--- src/rtl/hd44780_sequencer_if.sv ---
// Request/status signals on the user side and strobe/byte signals on the bytesender side.
// slave = the sequencer, master = the surrounding logic.
interface hd44780_sequencer_if;
   logic       STB_I;
   logic       i_rs;
   logic [7:0] i_data;
   logic       busy;
   logic       init_done;
   logic       o_stb;
   logic       o_rs;
   logic [7:0] o_data;
   logic       i_sender_busy;

   modport slave (
      input  STB_I, i_rs, i_data, i_sender_busy,
      output busy, init_done, o_stb, o_rs, o_data
   );

   modport master (
      output STB_I, i_rs, i_data, i_sender_busy,
      input  busy, init_done, o_stb, o_rs, o_data
   );
endinterface

--- src/rtl/hd44780_sequencer.sv ---
// HD44780 init table player and single-byte forwarder with per-byte execution delay.
// Request accepted at edge N strobes in cycle N+1; busy=1 outside IDLE, requests then dropped.
module hd44780_sequencer #(
   parameter int unsigned T_POWERUP  = 1_200_000,
   parameter int unsigned T_LONG     = 49_200,
   parameter int unsigned T_SHORT    = 1_200,
   parameter int unsigned T_CMD      = 636,
   parameter int unsigned T_CLEAR    = 36_000,
   parameter int unsigned TIMER_BITS = 21
) (
   input  logic                CLK_I,
   input  logic                RST_I,
   hd44780_sequencer_if.slave  bus
);
   typedef enum logic [2:0] {
      S_POWERUP = 3'd0,
      S_ISSUE   = 3'd1,
      S_WSTART  = 3'd2,
      S_WDONE   = 3'd3,
      S_DELAY   = 3'd4,
      S_IDLE    = 3'd5
   } state_t;

   localparam logic [TIMER_BITS-1:0] POWERUP_LAST = TIMER_BITS'(T_POWERUP - 1);
   localparam logic [TIMER_BITS-1:0] LONG_LAST    = TIMER_BITS'(T_LONG - 1);
   localparam logic [TIMER_BITS-1:0] SHORT_LAST   = TIMER_BITS'(T_SHORT - 1);
   localparam logic [TIMER_BITS-1:0] CMD_LAST     = TIMER_BITS'(T_CMD - 1);
   localparam logic [TIMER_BITS-1:0] CLEAR_LAST   = TIMER_BITS'(T_CLEAR - 1);
   localparam logic [TIMER_BITS-1:0] WSTART_LAST  = TIMER_BITS'(3);
   localparam logic [TIMER_BITS-1:0] TIMER_ONE    = TIMER_BITS'(1);
   localparam logic [TIMER_BITS-1:0] TIMER_MAX    = '1;

   state_t                state_q, state_d;
   logic [TIMER_BITS-1:0] timer_q, timer_d;
   logic [TIMER_BITS-1:0] delay_q, delay_d;   // holds delay-1, the terminal timer value
   logic [2:0]            idx_q, idx_d;
   logic                  init_done_q, init_done_d;
   logic                  rs_q, rs_d;
   logic [7:0]            data_q, data_d;

   function automatic logic [7:0] init_byte(input logic [2:0] i);
      case (i)
         3'd0:    init_byte = 8'h33;
         3'd1:    init_byte = 8'h32;
         3'd2:    init_byte = 8'h28;
         3'd3:    init_byte = 8'h08;
         3'd4:    init_byte = 8'h01;
         3'd5:    init_byte = 8'h06;
         3'd6:    init_byte = 8'h0C;
         default: init_byte = 8'h00;
      endcase
   endfunction

   always_ff @(posedge CLK_I or negedge RST_I) begin
      if (!RST_I) begin
         state_q     <= S_POWERUP;
         timer_q     <= '0;
         delay_q     <= '0;
         idx_q       <= 3'd0;
         init_done_q <= 1'b0;
         rs_q        <= 1'b0;
         data_q      <= 8'h00;
      end else begin
         state_q     <= state_d;
         timer_q     <= timer_d;
         delay_q     <= delay_d;
         idx_q       <= idx_d;
         init_done_q <= init_done_d;
         rs_q        <= rs_d;
         data_q      <= data_d;
      end
   end

   always_comb begin
      state_d     = state_q;
      delay_d     = delay_q;
      idx_d       = idx_q;
      init_done_d = init_done_q;
      rs_d        = rs_q;
      data_d      = data_q;
      case (state_q)
         S_POWERUP: begin
            if (timer_q == POWERUP_LAST) begin
               state_d = S_ISSUE;
               rs_d    = 1'b0;
               data_d  = init_byte(idx_q);
            end
         end
         S_ISSUE: state_d = S_WSTART;
         S_WSTART: begin
            // a sender that never acknowledges must not hang the sequence
            if (bus.i_sender_busy || timer_q == WSTART_LAST) state_d = S_WDONE;
         end
         S_WDONE: begin
            if (!bus.i_sender_busy) begin
               state_d = S_DELAY;
               if (!init_done_q && idx_q == 3'd0)
                  delay_d = LONG_LAST;
               else if (!init_done_q && idx_q == 3'd1)
                  delay_d = SHORT_LAST;
               else if (!rs_q && (data_q == 8'h01 || data_q == 8'h02 || data_q == 8'h03))
                  delay_d = CLEAR_LAST;
               else
                  delay_d = CMD_LAST;
            end
         end
         S_DELAY: begin
            if (timer_q == delay_q) begin
               if (!init_done_q && idx_q != 3'd6) begin
                  idx_d   = idx_q + 3'd1;
                  state_d = S_ISSUE;
                  rs_d    = 1'b0;
                  data_d  = init_byte(idx_q + 3'd1);
               end else begin
                  init_done_d = 1'b1;
                  state_d     = S_IDLE;
               end
            end
         end
         S_IDLE: begin
            if (bus.STB_I) begin
               state_d = S_ISSUE;
               rs_d    = bus.i_rs;
               data_d  = bus.i_data;
            end
         end
         default: state_d = S_POWERUP;
      endcase

      if (state_d != state_q)
         timer_d = '0;
      else if (timer_q == TIMER_MAX)
         timer_d = timer_q;
      else
         timer_d = timer_q + TIMER_ONE;
   end

   assign bus.busy      = (state_q != S_IDLE);
   assign bus.init_done = init_done_q;
   assign bus.o_stb     = (state_q == S_ISSUE);
   assign bus.o_rs      = rs_q;
   assign bus.o_data    = data_q;
endmodule

--- src/flat_wrapper.sv ---
// flat-port wrapper written by rule: the top's interface ports become plain ports
module hd44780_sequencer_flat 
#(
   parameter int unsigned T_POWERUP  = 1_200_000,
   parameter int unsigned T_LONG     = 49_200,
   parameter int unsigned T_SHORT    = 1_200,
   parameter int unsigned T_CMD      = 636,
   parameter int unsigned T_CLEAR    = 36_000,
   parameter int unsigned TIMER_BITS = 21
)
  (CLK_I, RST_I, bus_STB_I, bus_i_rs, bus_i_data, bus_i_sender_busy, bus_busy, bus_init_done, bus_o_stb, bus_o_rs, bus_o_data);
  hd44780_sequencer_if bus_i ();
  input  logic CLK_I;
  input  logic RST_I;
  input wire logic [$bits(bus_i.STB_I)-1:0] bus_STB_I;
  input wire logic [$bits(bus_i.i_rs)-1:0] bus_i_rs;
  input wire logic [$bits(bus_i.i_data)-1:0] bus_i_data;
  input wire logic [$bits(bus_i.i_sender_busy)-1:0] bus_i_sender_busy;
  output wire logic [$bits(bus_i.busy)-1:0] bus_busy;
  output wire logic [$bits(bus_i.init_done)-1:0] bus_init_done;
  output wire logic [$bits(bus_i.o_stb)-1:0] bus_o_stb;
  output wire logic [$bits(bus_i.o_rs)-1:0] bus_o_rs;
  output wire logic [$bits(bus_i.o_data)-1:0] bus_o_data;
  assign bus_i.STB_I = bus_STB_I;
  assign bus_i.i_rs = bus_i_rs;
  assign bus_i.i_data = bus_i_data;
  assign bus_i.i_sender_busy = bus_i_sender_busy;
  assign bus_busy = bus_i.busy;
  assign bus_init_done = bus_i.init_done;
  assign bus_o_stb = bus_i.o_stb;
  assign bus_o_rs = bus_i.o_rs;
  assign bus_o_data = bus_i.o_data;
  hd44780_sequencer #(.T_POWERUP(T_POWERUP), .T_LONG(T_LONG), .T_SHORT(T_SHORT), .T_CMD(T_CMD), .T_CLEAR(T_CLEAR), .TIMER_BITS(TIMER_BITS)) u_core (.CLK_I(CLK_I), .RST_I(RST_I), .bus(bus_i));
endmodule
--- config.mk ---
export PLATFORM = sky130hd
export DESIGN_NAME = hd44780_sequencer_flat
export DESIGN_NICKNAME = d
export VERILOG_FILES = /design/src/rtl/hd44780_sequencer_if.sv /design/src/rtl/hd44780_sequencer.sv /design/src/flat_wrapper.sv
export SDC_FILE = /design/constraint.sdc
export NUM_CORES = 1
export LEC_CHECK = 0
export CAP_MARGIN = 20
export CORE_MARGIN = 2
export CORE_UTILIZATION = 64
export CTS_BUF_LIST = sky130_fd_sc_hd__clkbuf_2 sky130_fd_sc_hd__clkbuf_4 sky130_fd_sc_hd__clkbuf_8
export DETAILED_ROUTE_END_ITERATION = 8
export PLACE_DENSITY = 0.95
export REMOVE_ABC_BUFFERS = 1
export SLEW_MARGIN = 20
export SYNTH_ARGS = -nofsm -noshare
export SYNTH_HDL_FRONTEND = slang
export SYNTH_SLANG_ARGS = --single-unit
--- constraint.sdc ---
create_clock -name CLK_I -period 5.9 [get_ports CLK_I]
set_input_delay 1.18 -clock CLK_I [delete_from_list [all_inputs] [get_ports CLK_I]]
set_output_delay 1.18 -clock CLK_I [all_outputs]
set_load 0.05 [all_outputs]
Word level (Yosys, flattened, before mapping)
Cells that the tools add are included.
Widths: inputs -> output; s select.
{"block": "totals", "regBits": 58, "output_inout_bits": 12, "wordCells": 84}
{"block": "op_classes", "addsub": 2, "n_eq_ne": 32, "muxes": 24, "bitwise_logic": 2, "reduce_logical": 17}
{"operator": "$mux 21", "count": 4}
{"operator": "$pmux 6 s7", "count": 2}
{"operator": "$eq 21x21->1 const B", "count": 2}
{"operator": "$mux 8", "count": 4}
{"operator": "$eq 3x3->1 const B", "count": 8}
{"operator": "$pmux 8 s3", "count": 1}
{"operator": "$add 21x1->21 const B", "count": 1}
{"operator": "$eq 21x2->1 const B", "count": 1}
{"operator": "$eq 21x21->1", "count": 1}
{"operator": "$eq 3x2->1 const B", "count": 6}
{"operator": "$mux 3", "count": 6}
{"operator": "$pmux 3 s6", "count": 1}
{"operator": "$eq 8x2->1 const B", "count": 2}
{"operator": "$mux 16", "count": 1}
{"operator": "$eq 3x1->1 const B", "count": 3}
{"operator": "$logic_not 3->1", "count": 3}
{"operator": "$eq 8x1->1 const B", "count": 1}
{"operator": "$ne 2x1->1 const B", "count": 4}
{"operator": "$ne 3x3->1 const B", "count": 2}
{"operator": "$reduce_and 3->1", "count": 2}
{"operator": "$reduce_and 5->1", "count": 1}
{"operator": "$logic_and 1x1->1", "count": 4}
{"operator": "$mux 1", "count": 4}
{"operator": "$add 3x1->3 const B", "count": 1}
{"operator": "8 further kinds", "count": 12}

Longest topological paths before layout
{"block": "logic_depth", "depth_word": 7, "depth_mapped": 9, "depth_no_buf": 8}

Least setup slack after synthesis
OpenSTA, ideal clock, no wires.
{"block": "synth_timing", "kind": "flip-flop to output port", "startpoint": "reg u_core.state_q[0]", "endpoint": "out bus_o_stb", "arrival_ns": 1.374, "t_required_ns": 4.720, "slack_ns": 3.346, "stages_incl_launch_ff": 4, "n_path_buf": 2, "cell_sequence": "dfrtp_1 clkbuf_1 clkbuf_1 and2_1"}
{"block": "synth_between", "elab_chain_cells": 1}
{"item": "from (decl)", "line": "hd44780_sequencer.sv:33", "rtl": "state_t state_q, state_d;"}
{"item": "from (signal assigned)", "line": "hd44780_sequencer.sv:64", "rtl": "state_q <= state_d;"}
{"item": "$eq 3x1->1", "line": "hd44780_sequencer.sv:140", "rtl": "assign bus.o_stb = (state_q == S_ISSUE);"}
{"item": "to (decl)", "line": "flat_wrapper.sv:21", "rtl": "output wire logic [$bits(bus_i.o_stb)-1:0] bus_o_stb;"}
No other way between the ends.

Worst setup path in the final report
{"block": "layout_timing", "startpoint": "reg u_core.state_q[2]", "endpoint": "out bus_busy"}
{"block": "layout_between", "elab_chain_cells": 1}
{"item": "$ne 3x3->1", "line": "hd44780_sequencer.sv:138", "rtl": "assign bus.busy = (state_q != S_IDLE);"}
{"item": "to (decl)", "line": "flat_wrapper.sv:19", "rtl": "output wire logic [$bits(bus_i.busy)-1:0] bus_busy;"}
No other way between the ends.

==> impl_metrics.env <==
export IMPL_period_share=0.576
export IMPL_wl_per_cell_um=17.0
export IMPL_yosys_area_top_type="dfrtp_1"
export IMPL_critical_path_startpoint="u_core.state_q[2]"
export IMPL_drc=0
export IMPL_synth_area_sq_um=2800
export IMPL_ir_drop_mv=0.174
export IMPL_drv_slew=0
export IMPL_yosys_warnings=0
export IMPL_avgSynthCellArea_sq_um=9.40
export IMPL_cp_top_family="buffers and inverters"
export IMPL_slew_headroom=0.368
export IMPL_fmax_ghz=0.294
export IMPL_clock_power_share=0.214
export IMPL_setup_viol=0
export IMPL_rows=24
export IMPL_grt_max_degree=47
export IMPL_cts_tree="built"
export IMPL_final_cell_mix="46 x dfrtp_1, 38 x nor2_1, 23 x nand2_1, 23 x clkdlybuf4s50_1, 19 x a21oi_1"
export IMPL_switching_share=0.410
export IMPL_seqPwrFrac=0.394
export IMPL_rsz0062_at_grt="false"
export IMPL_dr_pass1_iters=4
export IMPL_first_global_vias=2344
export IMPL_nets=340
export IMPL_vias=2325
export IMPL_drive_above_1_share=0.0818
export IMPL_multiInputGateArea_sq_um=1540
export IMPL_worstPathRequired_ns=4.72
export IMPL_wirelength_mm=6.28
export IMPL_skew_ns=0.00769
export IMPL_die_width_um=70.1
export IMPL_netlist_area_leader_share=0.411
export IMPL_areaGrowthSynthToFinish_pct=12.1
export IMPL_ctsHtreeMaxLevel=2
export IMPL_synth_yosys_seq_area_share=0.411
export IMPL_path_class="reg -> out"
export IMPL_clkLatencyLatePin_ns=0.31
export IMPL_gr_total_overflow=0
export IMPL_ant_nets=0
export IMPL_path_buf_inv=1
export IMPL_seqCellArea_sq_um=1150
export IMPL_holdBufCountCts=0
export IMPL_p_int_uw=645
export IMPL_ys_seq_elements=46
export IMPL_run_status="completed"
export IMPL_crit_path_max_incr_delay_ns=0.74
export IMPL_hold_start="u_core.delay_q[3]"
export IMPL_cts_root_buf="clkbuf_8"
export IMPL_hold_viol=0
export IMPL_synth_main_ff_cell="dfrtp_1"
export IMPL_synthTopCellsByArea="dfrtp_1 41%, nor2_1 5.1%, ha_1 4.5%"
export IMPL_critPathMaxFanout=10
export IMPL_port_buffers=24
export IMPL_fillCellCount=297
export IMPL_fp_dieArea_sq_um=4920
export IMPL_cts_made_buffers=5
export IMPL_cp_arrival_ns=2.22
export IMPL_power_density_nw_per_um2=348
export IMPL_switching_power_uw=449
export IMPL_end_kind="primary output"
export IMPL_crit_chain="nor2b_1 > nand2_1 > clkdlybuf4s50_1"
export IMPL_worst_hold_path_type="reg -> reg"
export IMPL_fin_crit_ns=3.40
export IMPL_totalPowerFinal_mw=1.09
export IMPL_clkTransAtPathRegs_ns=0.09
export IMPL_power_leakage_nw=1.36
export IMPL_grt_first_pass_wirelength_mm=10.7
export IMPL_comb_power_share=0.392
export IMPL_hpwl_mm=4.39
export IMPL_cts_resized=0
export IMPL_die_h_um=70.1
export IMPL_drt_iter0_markers=268
export IMPL_clock_sinks=46
export IMPL_postCtsSetupBuffers=0
export IMPL_finalWeightedCongestion=0.882
export IMPL_finalSetupTns_ns=0
export IMPL_cts_buffer_depth=2
export IMPL_synth_cell_types=55
export IMPL_diodes=0
export IMPL_maxCapViolCount=0
export IMPL_ios=25
export IMPL_rr_startpoint="u_core.state_q[0]"
export IMPL_tightest_slew_ns=0.940
export IMPL_core_area_sq_um=4290
export IMPL_initial_core_util=0.652
export IMPL_synth_edf_count=0
export IMPL_slowest_stage="clkdlybuf4s50_1"
export IMPL_r2r_slack_ns=3.07
export IMPL_viasPerCell=6.28
export IMPL_synth_cells=298
export IMPL_start_kind="register"
export IMPL_mostFrequentLayoutCell="dfrtp_1"
export IMPL_synthArstFlopShare=1.00
export IMPL_gr_usage_all_layers=0.274
export IMPL_antenna_found_initial=0
==> logic make-up (layout without fill, tap and decap cells) <==
logic type,count (synthesis),count (layout),share of synthesized area
flops,46,46,0.411
buf+inv,22,42,0.0398
fa+ha+maj,10,10,0.0447
compound gates,59,59,0.150
mux,11,11,0.0429
xor+xnor,24,24,0.0751
simple gates,126,126,0.237
==> synthesized netlist by cell type (all sizes together) (3+ instances only) <==
library cell and number:
mux2i 3, and4 3, a31oi 3, nand4 6
xor2 14, and2 4, nand3 6, a22o 4
nor3 4, o31ai 4, nand2b 5, nor2 38
nand2 24, a21oi 19, a211oi 5, dfrtp 46
mux2 8, buf 9, xnor2 10, a21o 3
clkbuf 3, and3 9, ha 10, inv 10
nor4 11, o21ai 7, nor2b 4
==> metal layers <==
layer / GRT usage / share of wire / routed length, um
met5: 0 / 0 / 0
met4: 0.120 / 0.016 / 98
met3: 0.0678 / 0.077 / 481
met2: 0.435 / 0.48 / 3040
met1: 0.356 / 0.42 / 2660
==> metrics by stage <==
stage / area [sq um] / std cells / util / setup slack [ns] / hold slack, ns
after CTS: 3140 / 370 / 0.730 / 2.49 / 0.507
after global placement: 3030 / 362 / 0.705 / 2.41 / 0.471
final: 3140 / 370 / 0.731 / 2.50 / 0.498
after floorplan: 2730 / 286 / - / 3.24 / 0.449
after global routing: 3140 / 370 / 0.731 / 2.39 / 0.526
after detailed placement: 3030 / 362 / 0.705 / 2.30 / 0.487
==> state kept, by name (all words and copies together), names as in the netlist <==
signal / flops
u_core.bus.init_done: 1
u_core.bus.o_data: 8
u_core.bus.o_rs: 1
u_core.delay_q: 9
u_core.idx_q: 3
u_core.state_q: 3
u_core.timer_q: 21
==> worst register-to-register path, delay by kind of cell (launching register included) <==
kind,cells,cell delay [ns]
simple gates,3,0.66
flops,1,0.64
compound gates,3,1.36
==> worst paths after layout <==
path / cells after the start / end
hold / removal: 1 / u_core.delay_q[3]
hold reg to reg: 1 / u_core.delay_q[3]
max in group asynchronous: 1 / u_core.timer_q[4]
setup reg to reg: 6 / u_core.timer_q[9]
min in group asynchronous: 1 / u_core.bus.o_data[3]
setup / recovery: 3 / bus_busy
==> final cells by class <==
class                           count  area share
Clock buffer                        5      0.0219
Clock inverter                      3      0.0128
Inverter                           10      0.0120
Multi-Input combinational cell    230       0.490
Sequential cell                    46       0.367
Tap cell                           52      0.0207
Timing Repair Buffer               24      0.0758
==> power groups by stage <==
stage | clock network (mW) | registers, mW | logic (mW)
3_5_place_dp | 0 | 0.436 | 0.422
2_1_floorplan | 0 | 0.498 | 0.227
3_3_place_gp | 0 | 0.431 | 0.410
6_report | 0.234 | 0.431 | 0.429
4_1_cts | 0.237 | 0.430 | 0.427
5_1_grt | 0.250 | 0.439 | 0.465
Power figures use the tool's default switching activity.
